### config.mk
export PLATFORM = sky130hd
export DESIGN_NAME = sp_inst_issuer
export DESIGN_NICKNAME = d
export VERILOG_FILES = /design/src/rtl/sp_inst_issuer.sv
export SDC_FILE = /design/constraint.sdc
export NUM_CORES = 1
export LEC_CHECK = 0
export BUFFER_PORTS_ARGS = -buffer_cell sky130_fd_sc_hd__buf_2
export CAP_MARGIN = 10
export CORE_MARGIN = 10
export CORE_UTILIZATION = 50
export CTS_CLUSTER_DIAMETER = 80
export CTS_CLUSTER_SIZE = 30
export DETAILED_ROUTE_END_ITERATION = 12
export GPL_TIMING_DRIVEN = 0
export HOLD_SLACK_MARGIN = 0.12
export PLACE_DENSITY = 0.7
export SLEW_MARGIN = 20
export SYNTH_ARGS = -nofsm -noshare
export SYNTH_HDL_FRONTEND = slang
export SYNTH_SLANG_ARGS = --single-unit
### constraint.sdc
create_clock -name clk -period 2.3 [get_ports clk]
set_input_delay 0.23 -clock clk [delete_from_list [all_inputs] [get_ports clk]]
set_output_delay 0.23 -clock clk [all_outputs]
set_load 0.03 [all_outputs]
### src/rtl/sp_inst_issuer.sv
`timescale 1ns/1ps
// Instruction issuer for the 4-register pipeline: buffers host words, issues them,
// drains with NOPs, then reads back registers 0..3 on a dump stream.
module sp_inst_issuer #(
    parameter int DEPTH        = 8,
    parameter int DRAIN_CYCLES = 2
) (
    input  logic       clk,
    input  logic       rst_n,
    input  logic       in_valid,
    input  logic [7:0] in_inst,
    output logic       in_ready,
    input  logic       start,
    output logic [7:0] inst,
    output logic       busy,
    output logic [7:0] issue_cnt,
    output logic [1:0] dump_rd,
    input  logic [7:0] dump_data,
    output logic       dump_valid,
    output logic [1:0] dump_idx,
    output logic [7:0] dump_val,
    output logic       done
);
    // state | meaning
    // IDLE  | waiting for start, inst = NOP
    // ISSUE | popping one FIFO word per cycle onto inst
    // DRAIN | NOPs while the pipeline finishes writeback
    // DUMP  | reading register file index 0..3
    // DONE  | dump complete, done held until next start

    localparam int AW = $clog2(DEPTH);

    typedef enum logic [2:0] {S_IDLE, S_ISSUE, S_DRAIN, S_DUMP, S_DONE} state_t;

    state_t      r_state;
    state_t      w_next;
    logic [7:0]  r_mem [DEPTH];
    logic [AW:0] r_wptr;
    logic [AW:0] r_rptr;
    logic [7:0]  r_inst;
    logic [7:0]  r_issue_cnt;
    logic [3:0]  r_cnt;
    logic [1:0]  r_idx;
    logic        r_dump_valid;
    logic [1:0]  r_dump_idx;
    logic [7:0]  r_dump_val;
    logic        r_done;

    logic w_full;
    logic w_empty;
    logic w_push;
    logic w_pop;
    logic w_accept;
    logic w_load_drain;
    logic w_drain_end;

    assign w_full   = (r_wptr[AW] != r_rptr[AW]) && (r_wptr[AW-1:0] == r_rptr[AW-1:0]);
    assign w_empty  = (r_wptr == r_rptr);
    assign w_push   = in_valid && !w_full;
    assign w_accept = start && ((r_state == S_IDLE) || (r_state == S_DONE));

    always_ff @(posedge clk or negedge rst_n) begin
        if (!rst_n) r_state <= S_IDLE;
        else        r_state <= w_next;
    end

    always_comb begin
        w_next = r_state;
        case (r_state)
            S_IDLE, S_DONE: if (start) w_next = w_empty ? S_DRAIN : S_ISSUE;
            S_ISSUE:        if (w_empty) w_next = S_DRAIN;
            S_DRAIN:        if (r_cnt == 4'd0) w_next = S_DUMP;
            S_DUMP:         if (r_idx == 2'd3) w_next = S_DONE;
            default:        w_next = S_IDLE;
        endcase
    end

    always_comb begin
        w_pop        = 1'b0;
        w_load_drain = 1'b0;
        w_drain_end  = 1'b0;
        busy         = 1'b0;
        case (r_state)
            S_IDLE, S_DONE: begin
                w_pop        = w_accept && !w_empty;
                w_load_drain = w_accept && w_empty;
            end
            S_ISSUE: begin
                busy         = 1'b1;
                w_pop        = !w_empty;
                w_load_drain = w_empty;
            end
            S_DRAIN: begin
                busy        = 1'b1;
                w_drain_end = (r_cnt == 4'd0);
            end
            S_DUMP:  busy = 1'b1;
            default: busy = 1'b0;
        endcase
    end

    assign in_ready   = !w_full;
    assign inst       = r_inst;
    assign issue_cnt  = r_issue_cnt;
    assign dump_rd    = r_idx;
    assign dump_valid = r_dump_valid;
    assign dump_idx   = r_dump_idx;
    assign dump_val   = r_dump_val;
    assign done       = r_done;

    // Storage is not reset; the pointers alone define what is valid.
    always_ff @(posedge clk) begin
        if (w_push) r_mem[r_wptr[AW-1:0]] <= in_inst;
    end

    always_ff @(posedge clk or negedge rst_n) begin
        if (!rst_n) begin
            r_wptr <= '0;
            r_rptr <= '0;
        end else begin
            if (w_push) r_wptr <= r_wptr + 1'b1;
            if (w_pop)  r_rptr <= r_rptr + 1'b1;
        end
    end

    always_ff @(posedge clk or negedge rst_n) begin
        if (!rst_n) begin
            r_inst       <= 8'h00;
            r_issue_cnt  <= 8'd0;
            r_cnt        <= 4'd0;
            r_idx        <= 2'd0;
            r_dump_valid <= 1'b0;
            r_dump_idx   <= 2'd0;
            r_dump_val   <= 8'h00;
            r_done       <= 1'b0;
        end else begin
            r_inst <= w_pop ? r_mem[r_rptr[AW-1:0]] : 8'h00;

            if (w_accept)                          r_issue_cnt <= w_empty ? 8'd0 : 8'd1;
            else if (r_state == S_ISSUE && w_pop)  r_issue_cnt <= r_issue_cnt + 8'd1;

            if (w_load_drain)                      r_cnt <= 4'(DRAIN_CYCLES - 1);
            else if (r_state == S_DRAIN && !w_drain_end) r_cnt <= r_cnt - 4'd1;

            if (w_drain_end)              r_idx <= 2'd0;
            else if (r_state == S_DUMP)   r_idx <= r_idx + 2'd1;

            // Capture is one cycle behind the read index, so valid trails DUMP by one.
            r_dump_valid <= (r_state == S_DUMP);
            if (r_state == S_DUMP) begin
                r_dump_idx <= r_idx;
                r_dump_val <= dump_data;
            end

            if (w_accept)                r_done <= 1'b0;
            else if (r_state == S_DONE)  r_done <= 1'b1;
        end
    end

endmodule

==> flow_metrics.py, run 1 <==
metrics = {
    "detailed_routing": {
        "drc_errors": 0,
        "vias_per_cell": 5.173,
        "routedWlPerCell_um": 17.40,
        "dr.pass1.iters": 4,
        "routed_wirelength_mm": 8.438,
        "drtIter0Drc": 143,
        "antenna_left": 0,
        "vias": 2509,
    },
    "cts": {
        "cts_root_buf": "clkbuf_8",
        "cts_buffer_depth": 2,
        "insertion_delay_ns": 0.37,
        "cts_made_buffers": 9,
        "clock_sinks": 109,
        "cts_tree": "built",
        "htreeDepth": 3,
        "clk_pin_slew_ns": 0.09,
    },
    "synth": {
        "yosys.area.top_type": "edfxtp_1",
        "ys_warn_count": 0,
        "synthCells": 291,
        "synth_edf_count": 64,
        "ys_ff_latch": 109,
        "synth_cell_types": 36,
        "post_synth.cell_area_avg_sq_um": 15.42,
        "synth_nets": 316,
        "synth_ff_type": "edfxtp_1",
        "netlist_area_sq_um": 4488,
        "synth_area_leaders": "edfxtp_1 (43%), dfrtp_1 (25%), mux4_2 (8.0%)",
        "synthArstFlopShare_pct": 41.28,
        "synthDominantCellAreaShare_pct": 42.82,
        "synth_seq_area_share_pct": 67.91,
    },
    "global_route": {
        "grt_overflow": 0,
        "grt_pass1_wl_mm": 13.65,
        "grt_max_degree": 46,
        "grt_usage_pct": 13.37,
        "grt_pass1_vias": 2589,
        "antenna_found_initial": 0,
    },
    "critical_path": {
        "critPathCaptureType": "register",
        "cp_cell_sequence": "clkbuf_2 -> xnor2_4 -> a41oi_4 -> nand2b_1 -> nor2_2",
        "cpMaxStageDelayCell": "nor2_2",
        "crit_start": "r_wptr[0]$_DFFE_PN0P_",
        "worstPathArrival_ns": 2.28,
        "reg2reg_depth": 5,
        "cp_data_required_time_ns": 2.30,
        "crit_type": "register to register",
        "cpPeakStageDelay_ns": 0.51,
        "startpoint_type": "register",
        "cp_max_fo": 8,
        "r2r-start": "r_wptr[0]$_DFFE_PN0P_",
    },
    "layout": {
        "postLayoutCellArea_sq_um": 5285,
        "fin_nets": 397,
        "layout_common_cells": "edfxtp_1 (64), nand2_1 (54), buf_2 (52), dfrtp_1 (45), mux4_2 (16)",
        "antennaDiodeCount": 0,
        "drive_gt1_share_pct": 28.65,
        "stdcell_count": 485,
        "syn_to_final_growth_pct": 17.76,
        "final_common_cell": "edfxtp_1",
    },
    "die": {
        "coreArea_sq_um": 8721,
        "dieArea_sq_um": 13170,
        "rows": 34,
        "die_h_um": 114.7,
        "chipWidth_um": 114.7,
        "pin_count": 52,
        "initial_core_util_pct": 51.46,
    },
    "sta": {
        "fmax_ghz": 0.4389,
        "fin_crit_ns": 2.278,
        "fin_skew_ns": 0.01132,
        "period_share_pct": 99.06,
        "slew_headroom_pct": 53.75,
        "rsz0062_at_grt": "true",
        "worst_slew_pin_slew_ns": 0.6938,
        "final-max-slew-violation-count": 0,
        "holdWs_ns": 0.1379,
        "finalSetupViolCount": 0,
        "hold_viol_final": 0,
        "worst_slack_ns": 0.02160,
    },
    "power_and_ir_drop": {
        "p_leak_nw": 2.202,
        "max-vdd-ir-drop_mv": 0.6266,
        "power_w": 0.006948,
        "powerDensity_nw_per_um2": 1315,
    },
    "hold_path": {
        "hold_class": "primary input to register",
        "worstHoldPathCells": 1,
        "hp-start": "in_inst[5]",
    },
    "placement": {
        "routabilityCongestion": 0.7753,
        "placed_cells": 452,
        "pre_cts_ws_ns": -0.1245,
        "place_area_sq_um": 4903,
        "dp_hpwl_mm": 5.584,
        "portBuffers": 51,
    },
    "run_status": {
        "status": "finished, final reports clean",
    },
    "job": {
        "drv_cap": 0,
    },
}
[state kept, by name, summed over array words and instances, names as in the netlist]
register    flops
dump_val        8
r_mem          64
issue_cnt       8
dump_valid      1
inst            8
dump_idx        2
r_wptr          4
r_cnt           4
done            1
dump_rd         2
r_rptr          4
r_state         3
[metal layers]
layer / share of wire (%) / track usage (%) / vias to the layer above / wire [um]
li1: - / - / 1216 / -
met1: 45 / 17.55 / 1236 / 3790
met2: 49 / 21.52 / 47 / 4130
met3: 5.0 / 3.594 / 10 / 426
met4: 1.1 / 3.713 / 0 / 89
met5: 0 / 0 / - / 0
[final timing paths]
| kind | to | slack (ns) |
|---|---|---|
| max | r_mem[5][0]$_DFFE_PP_ | 0.02 |
| min | r_mem[3][5]$_DFFE_PP_ | 0.14 |
| max reg2reg | r_mem[5][0]$_DFFE_PP_ | 0.02 |
| min reg2reg | dump_val[2]$_DFFE_PN0P_ | 0.48 |
| max in group asynchronous | inst[0]$_DFF_PN0_ | 1.49 |
| min in group asynchronous | issue_cnt[4]$_DFFE_PN0P_ | 0.41 |
[cells by family (layout without fill, tap and decap cells)]
kind of cell	after synthesis	after routing	synth area share, %
AO/OA/AOI/OAI	12	12	2.593
flip-flops	109	109	67.91
adder cells (fa/ha/maj)	5	5	1.394
multiplexers	32	32	11.65
AND/OR/NAND/NOR	103	103	10.59
XOR/XNOR	15	15	4.182
buffers and inverters	15	101	1.673
[repair_timing]
item / 4_1_cts / 5_1_grt
endpoints found under the setup margin: 40 / 44
resized for setup: 7 / 3
setup buffers: 0 / 2
pin swaps: 0 / 1
endpoints found under the hold margin: 95 / 0
hold buffers: 15 / 0
[power by group]
| group | total [W] | internal, W | switching [W] |
|---|---|---|---|
| Sequential | 0.00286 | 0.00259 | 0.000269 |
| Clock | 0.00103 | 0.000400 | 0.000632 |
| Combinational | 0.00305 | 0.00120 | 0.00185 |
[through the flow]
step | TNS (ns) | utilization (%)
finish | 0 | 60.60
global route | -1.457 | 60.60
CTS | 0 | 60.23
detailed placement | -3.022 | 56.23
global placement | -9.092 | 55.94
floorplan | 0 | -
[cells in the mapped netlist (3+ instances only)]
cell type and instances:
nor3_1 3, xor2_1 5, and3_1 3, nor2b_1 3, mux4_2 16, nand3_1 4
xnor2_1 7, ha_1 5, nand2_1 54, o21ai_0 4, buf_4 4, xnor2_4 3
edfxtp_1 64, dfrtp_1 45, mux2i_1 14, nor2_1 18, nand2b_1 5, nand4_1 6
inv_1 5
[area by class of cell]
type	instances	area [sq um]
Fill cell	673	3436
Sequential cell	109	3048
Multi-Input combinational cell	167	1415
Timing Repair Buffer	70	437.9
Tap cell	108	135.1
Clock buffer	9	123.9
Buffer	10	56.30
Clock inverter	7	50.05
Inverter	5	18.77
[critical path, delay by kind of cell, from the launching register on]
kind	cells	cell delay, ns
AO/OA/AOI/OAI	1	0.28
XOR/XNOR	1	0.22
flip-flops	1	0.40
buffers and inverters	1	0.25
AND/OR/NAND/NOR	2	0.76
No activity file was read; power rests on OpenSTA's default activity.
==> run 2: changes to the inputs <==
--- a/config.mk
+++ b/config.mk
@@ -5,6 +5,7 @@
 export SDC_FILE = /design/constraint.sdc
 export NUM_CORES = 1
 export LEC_CHECK = 0
+export ABC_AREA = 1
 export BUFFER_PORTS_ARGS = -buffer_cell sky130_fd_sc_hd__buf_2
 export CAP_MARGIN = 10
 export CORE_MARGIN = 10
==> constraint.sdc (replaced) <==
create_clock -name clk -period 2.5 [get_ports clk]
set_input_delay 0.25 -clock clk [delete_from_list [all_inputs] [get_ports clk]]
set_output_delay 0.25 -clock clk [all_outputs]
set_load 0.03 [all_outputs]
==> run 2 against run 1 <==
Effect of this change: total power is 1.8% lower; final cell count rose by 38%; clock power hardly changed; worst hold slack improved by 0.0027 ns; core utilization down 1.7 points; sequential cell count unchanged; first-iteration DRC count rose by 140%.
==> flow_metrics.py, run 2 <==
metrics = {
    "run_status": {
        "status": "finished, final reports clean",
    },
    "cts": {
        "cts_root_buf": "clkbuf_8",
        "cts_buffer_depth": 2,
        "clock_sinks": 109,
        "htreeDepth": 3,
        "holdBufCountCts": 9,
        "clk_pin_slew_ns": 0.11,
        "insertion_delay_ns": 0.37,
        "cts_tree": "built",
        "post_cts_buffers": 0,
        "ctsResizeCount": 0,
        "cts_made_buffers": 9,
    },
    "power_and_ir_drop": {
        "p_leak_nw": 2.474,
        "max-vdd-ir-drop_mv": 0.5875,
        "power_w": 0.006826,
        "powerDensity_nw_per_um2": 1254,
    },
    "critical_path": {
        "startpoint_type": "register",
        "cp_max_fo": 9,
        "crit_family": "simple AND/OR/NAND/NOR gates",
        "critPathCaptureType": "register",
        "cp.depth": 6,
        "cpMostUsedCell": "nand2_1",
        "cpMaxStageDelayCell": "nor2_1",
        "cp_cell_sequence": "inv_2 -> nand2_1 -> nand2_1 -> nand3b_4 -> nand3_1 -> nor2_1",
        "worstPathArrival_ns": 2.26,
        "cp.buffers_inverters": 1,
        "cp_data_required_time_ns": 2.50,
        "cpPeakStageDelay_ns": 0.71,
        "crit_type": "register to register",
        "reg2reg_depth": 6,
    },
    "synth": {
        "synth_most_common_cell": "nand2_1",
        "synth_edf_count": 64,
        "ys_ff_latch": 109,
        "netlist_area_sq_um": 4737,
        "synth_area_leaders": "edfxtp_1 (41%), dfrtp_1 (24%), nand2_1 (13%)",
        "synth_ff_type": "edfxtp_1",
        "synth_cell_types": 29,
        "synth_seq_area_share_pct": 64.34,
        "synth_nets": 491,
        "yosys.area.top_type": "edfxtp_1",
        "synthArstFlopShare_pct": 41.28,
        "ys_warn_count": 0,
        "synthTopCellsByCount": "nand2_1 (163), edfxtp_1 (64), nand3_1 (56)",
        "synthCells": 466,
        "post_synth.cell_area_avg_sq_um": 10.17,
        "synthDominantCellAreaShare_pct": 40.57,
    },
    "sta": {
        "fin_tns_setup_ns": 0,
        "finalSetupViolCount": 0,
        "rsz0062_at_grt": "false",
        "period_share_pct": 90.28,
        "hold_viol_final": 0,
        "fin_skew_ns": 0.01344,
        "holdWs_ns": 0.1406,
        "fmax_ghz": 0.4431,
        "worst_slew_pin_slew_ns": 0.8882,
        "worst_slack_ns": 0.2430,
        "fin_crit_ns": 2.257,
        "final-max-slew-violation-count": 0,
        "slew_headroom_pct": 40.57,
    },
    "hold_path": {
        "worstHoldPathCells": 1,
        "hold_class": "primary input to register",
    },
    "global_route": {
        "grt_pass1_vias": 3304,
        "grt_overflow": 0,
        "grt_pass1_wl_mm": 16.63,
        "grt_max_degree": 46,
        "antenna_found_initial": 0,
        "grt_usage_pct": 14.71,
    },
    "layout": {
        "layout_common_cells": "nand2_1 (163), edfxtp_1 (64), buf_2 (57), nand3_1 (56), dfrtp_1 (45)",
        "syn_to_final_growth_pct": 14.90,
        "num-fill-cells": 780,
        "largest_reg_flops": 64,
        "drive_gt1_share_pct": 18.27,
        "final_util_pct": 58.90,
        "final_common_cell": "nand2_1",
        "antennaDiodeCount": 0,
        "fin_nets": 562,
    },
    "die": {
        "chipWidth_um": 117.3,
        "initial_core_util_pct": 51.27,
        "pin_count": 52,
        "dieArea_sq_um": 13770,
        "die_h_um": 117.3,
        "rows": 35,
        "coreArea_sq_um": 9240,
    },
    "placement": {
        "portBuffers": 51,
        "dp_hpwl_mm": 6.734,
        "pre_cts_ws_ns": 0.2619,
        "routabilityCongestion": 0.8121,
    },
    "detailed_routing": {
        "antenna_left": 0,
        "vias_per_cell": 5.130,
        "dr.pass1.iters": 5,
        "routedWlPerCell_um": 15.18,
        "drtIter0Drc": 341,
        "drc_errors": 0,
        "routed_wirelength_mm": 10.19,
        "vias": 3442,
    },
    "job": {
        "drv_cap": 0,
    },
}
[run 2: cell types whose count changed after synthesis, moves of 6 or more]
cell	previous run	this run
nand2_2	0	6
nand3_1	4	56
inv_1	5	26
nand2_1	54	163
nor3_1	3	13
a21oi_1	2	22
mux4_2	16	0
mux2i_1	14	0
[run 2: path summary, 6_finish.rpt]
| check | startpoint | slack [ns] | to |
|---|---|---|---|
| worst max-delay path | r_rptr[2]$_DFFE_PN0P_ | 0.24 | r_mem[4][7]$_DFFE_PP_ |
| worst min-delay path | in_inst[3] | 0.14 | r_mem[0][3]$_DFFE_PP_ |
| worst max register to register | r_rptr[2]$_DFFE_PN0P_ | 0.24 | r_mem[4][7]$_DFFE_PP_ |
| worst min register to register | dump_val[7]$_DFFE_PN0P_ | 0.48 | dump_val[7]$_DFFE_PN0P_ |
| max in group asynchronous | rst_n | 1.69 | dump_idx[1]$_DFFE_PN0P_ |
| min in group asynchronous | rst_n | 0.41 | issue_cnt[4]$_DFFE_PN0P_ |
[run 2: final cells by class]
cell class / instances / area, sq um / area share, %
multi-input combinational: 311 / 1488 / 27.33
sequential: 109 / 3048 / 56.00
clock buffer: 10 / 127.6 / 2.345
tap: 129 / 161.4 / 2.966
timing repair buffer: 60 / 347.8 / 6.391
buffer: 16 / 98.84 / 1.816
inverter: 30 / 117.6 / 2.161
clock inverter: 6 / 53.80 / 0.9885
[run 2: logic make-up after synthesis]
family          count (synthesis)  synth area share [%]
simple gates                  266                 24.72
compound gates                 32                 3.566
flops                         109                 64.34
xor+xnor                        8                 1.479
fa+ha+maj                       5                 1.321
buf+inv                        46                 4.569
[run 2: worst reg2reg max path: stages (launching register included)]
cell and delay (ns):
dfrtp_1 0.44, inv_2 0.19, nand2_1 0.07, nand2_1 0.13, nand3b_4 0.18, nand3_1 0.17, nor2_1 0.71
[run 2: through the flow]
step,cell area (sq um),std cells
6_report,5443,671
5_1_grt,5443,671
4_1_cts,5440,671
3_5_place_dp,5169,646
3_3_place_gp,5154,646
2_1_floorplan,4737,466
[run 2: layer usage]
layer,part of all wire [%],track usage (%),vias up
li1,-,-,1689
met3,7.1,3.453,15
met4,1.4,5.947,0
met1,43,18.23,1621
met2,49,24.13,117
met5,0,0,-
[run 2: power breakdown]
group | switching (W) | total [W] | internal [W]
Sequential | 0.000264 | 0.00266 | 0.00239
Clock | 0.000617 | 0.00100 | 0.000383
Combinational | 0.00219 | 0.00317 | 0.000978
==> run 3: changes to the inputs <==
--- a/config.mk
+++ b/config.mk
@@ -5,17 +5,15 @@
 export SDC_FILE = /design/constraint.sdc
 export NUM_CORES = 1
 export LEC_CHECK = 0
-export ABC_AREA = 1
-export BUFFER_PORTS_ARGS = -buffer_cell sky130_fd_sc_hd__buf_2
 export CAP_MARGIN = 10
 export CORE_MARGIN = 10
 export CORE_UTILIZATION = 50
 export CTS_CLUSTER_DIAMETER = 80
 export CTS_CLUSTER_SIZE = 30
 export DETAILED_ROUTE_END_ITERATION = 12
+export DONT_BUFFER_PORTS = 1
 export GPL_TIMING_DRIVEN = 0
 export HOLD_SLACK_MARGIN = 0.12
-export PLACE_DENSITY = 0.7
 export SLEW_MARGIN = 20
 export SYNTH_ARGS = -nofsm -noshare
 export SYNTH_HDL_FRONTEND = slang
==> constraint.sdc (replaced) <==
create_clock -name clk -period 2.6 [get_ports clk]
set_input_delay 0.26 -clock clk [delete_from_list [all_inputs] [get_ports clk]]
set_output_delay 0.26 -clock clk [all_outputs]
set_load 0.03 [all_outputs]
==> run 3 against run 2 <==
Effect of this change: critical path type unchanged; sequential share of layout area is 4.2 points higher; highest routed layer unchanged; setup slack got worse by 0.041 ns; clock skew increased by 0.0018 ns; worst hold slack improved by 0.056 ns; core utilization decreased by 0.87 points; largest cell class unchanged; non-clock buffer count fell by 45; fmax is 5.9% lower; global-route usage is 1.3 points lower; routed wire length shrank 17%.
==> flow_metrics.py, run 3 (synthesis results as in run 1) <==
metrics = {
    "die": {
        "initial_core_util_pct": 51.46,
        "chipWidth_um": 114.7,
        "dieArea_sq_um": 13170,
        "die_h_um": 114.7,
        "coreArea_sq_um": 8721,
        "rows": 34,
        "pin_count": 52,
    },
    "layout": {
        "fin_nets": 348,
        "drive_gt1_share_pct": 16.16,
        "layout_common_cells": "edfxtp_1 (64), nand2_1 (54), dfrtp_1 (45), nor2_1 (18), dlygate4sd3_1 (18)",
        "final_common_cell": "edfxtp_1",
        "stdcell_count": 436,
        "antennaDiodeCount": 0,
        "syn_to_final_growth_pct": 12.77,
        "largest_reg_flops": 64,
        "num-fill-cells": 698,
    },
    "global_route": {
        "grt_overflow": 0,
        "grt_max_degree": 46,
        "grt_pass1_vias": 2437,
        "antenna_found_initial": 0,
        "grt_usage_pct": 13.46,
        "grt_pass1_wl_mm": 13.47,
    },
    "sta": {
        "final-max-slew-violation-count": 0,
        "finalSetupViolCount": 0,
        "rsz0062_at_grt": "false",
        "worst_slew_pin_slew_ns": 0.9615,
        "worst_slack_ns": 0.2021,
        "slew_headroom_pct": 35.66,
        "period_share_pct": 92.23,
        "fin_skew_ns": 0.01527,
        "fmax_ghz": 0.4170,
        "fin_crit_ns": 2.398,
        "holdWs_ns": 0.1971,
        "hold_viol_final": 0,
    },
    "detailed_routing": {
        "antenna_left": 0,
        "routedWlPerCell_um": 19.48,
        "drc_errors": 0,
        "dr.pass1.iters": 4,
        "vias": 2333,
        "drtIter0Drc": 129,
        "routed_wirelength_mm": 8.495,
        "vias_per_cell": 5.351,
    },
    "cts": {
        "post_cts_buffers": 0,
        "insertion_delay_ns": 0.37,
        "cts_made_buffers": 9,
        "cts_buffer_depth": 2,
        "cts_tree": "built",
        "htreeDepth": 3,
        "cts_root_buf": "clkbuf_8",
        "clock_sinks": 109,
        "clk_pin_slew_ns": 0.11,
    },
    "critical_path": {
        "critPathCaptureType": "register",
        "startpoint_type": "register",
        "endpoint": "r_mem[3][3]$_DFFE_PP_",
        "crit_type": "register to register",
        "crit_family": "simple AND/OR/NAND/NOR gates",
        "crit_start": "r_rptr[0]$_DFFE_PN0P_",
        "cp_data_required_time_ns": 2.59,
        "rr_endpoint": "r_mem[3][3]$_DFFE_PP_",
        "cpMaxStageDelayCell": "nor2_1",
        "reg2reg_depth": 5,
        "worstPathArrival_ns": 2.39,
        "cp.depth": 5,
        "reg2reg_slack_ns": 0.20,
        "r2r-start": "r_rptr[0]$_DFFE_PN0P_",
        "cp_max_fo": 10,
        "cp.buffers_inverters": 1,
        "cp_cell_sequence": "buf_4 -> xnor2_4 -> a41oi_4 -> nand2_1 -> nor2_1",
        "cpPeakStageDelay_ns": 0.77,
    },
    "power_and_ir_drop": {
        "p_leak_nw": 2.002,
        "max-vdd-ir-drop_mv": 0.4663,
        "combPwrFrac_pct": 34.6,
        "p_sw_w": 0.002383,
        "swShare_pct": 39.36,
        "p_seq_share_pct": 48.1,
        "power.share.clock_pct": 17.3,
        "powerDensity_nw_per_um2": 1196,
        "p_int_w": 0.003671,
    },
    "run_status": {
        "status": "finished, final reports clean",
    },
    "placement": {
        "routabilityCongestion": 0.7363,
        "portBuffers": 0,
        "dp_hpwl_mm": 5.521,
        "placed_cells": 401,
        "pre_cts_ws_ns": 0.1329,
    },
    "job": {
        "drv_cap": 0,
    },
    "hold_path": {
        "worstHoldPathCells": 4,
        "hold_class": "primary input to register",
    },
}
-- run 3: changes by cell type in the layout (fill, tap and decap cells not counted), moves of 5 or more --
cell,change
mux4_2,+16
a21oi_1,-20
mux2i_1,+14
xnor2_1,+5
inv_1,-21
nand3_1,-52
dlygate4sd3_1,+9
buf_2,-55
nand2_1,-109
nand2b_1,+5
nor3_1,-9
nand2_2,-6
-- run 3: worst min-delay path by stage --
stage | startpoint | end | slack, ns
after floorplan | rst_n | done$_DFFE_PN0P_ | -0.04
after global placement | rst_n | issue_cnt[4]$_DFFE_PN0P_ | -0.03
after detailed placement | rst_n | issue_cnt[4]$_DFFE_PN0P_ | -0.03
after CTS | in_valid | r_wptr[2]$_DFFE_PN0P_ | 0.20
after global routing | in_valid | r_wptr[0]$_DFFE_PN0P_ | 0.22
final | in_valid | r_wptr[2]$_DFFE_PN0P_ | 0.20
-- run 3: stage by stage --
stage	setup TNS (ns)	utilization [%]	area, sq um	total power [W]
after global placement	-3.926	53.01	4623	0.004985
after floorplan	0	-	4488	0.004543
after CTS	0	58.03	5061	0.006154
final	0	58.03	5061	0.006054
after global routing	0	58.03	5061	0.006455
after detailed placement	0	53.30	4648	0.005044
-- run 3: worst register-to-register path: cells and delay by family (launching register included) --
| family | cells | cell delay [ns] |
|---|---|---|
| buf+inv | 1 | 0.22 |
| xor+xnor | 1 | 0.21 |
| compound gates | 1 | 0.28 |
| simple gates | 2 | 0.92 |
| flops | 1 | 0.40 |
-- run 3: routing by layer --
metal	share of wire, %	global-route usage [%]
met4	1.7	5.528
met1	43	16.78
met5	0	0
met2	48	22.01
met3	6.9	3.385
-- run 3: what timing repair did --
item | 4_1_cts | 5_1_grt
endpoints found under the hold margin | 119 | 0
resized for setup | 0 | 0
hold buffers | 19 | 0
-- run 3: power by group through the flow --
stage,clock network (W),logic (W),registers [W]
finish,0.00105,0.00209,0.00291
global route,0.00114,0.00234,0.00297
CTS,0.00108,0.00215,0.00292
detailed placement,0,0.00208,0.00296
global placement,0,0.00203,0.00295
floorplan,0,0.00167,0.00287
-- run 3: final cells by class --
| class | instances | area (sq um) | area share, % |
|---|---|---|---|
| timing repair buffer | 21 | 222.7 | 4.401 |
| sequential | 109 | 3048 | 60.22 |
| buffer | 10 | 56.30 | 1.112 |
| clock buffer | 9 | 123.9 | 2.447 |
| multi-input combinational | 167 | 1375 | 27.17 |
| tap | 108 | 135.1 | 2.670 |
| inverter | 5 | 18.77 | 0.3708 |
| clock inverter | 7 | 81.33 | 1.607 |
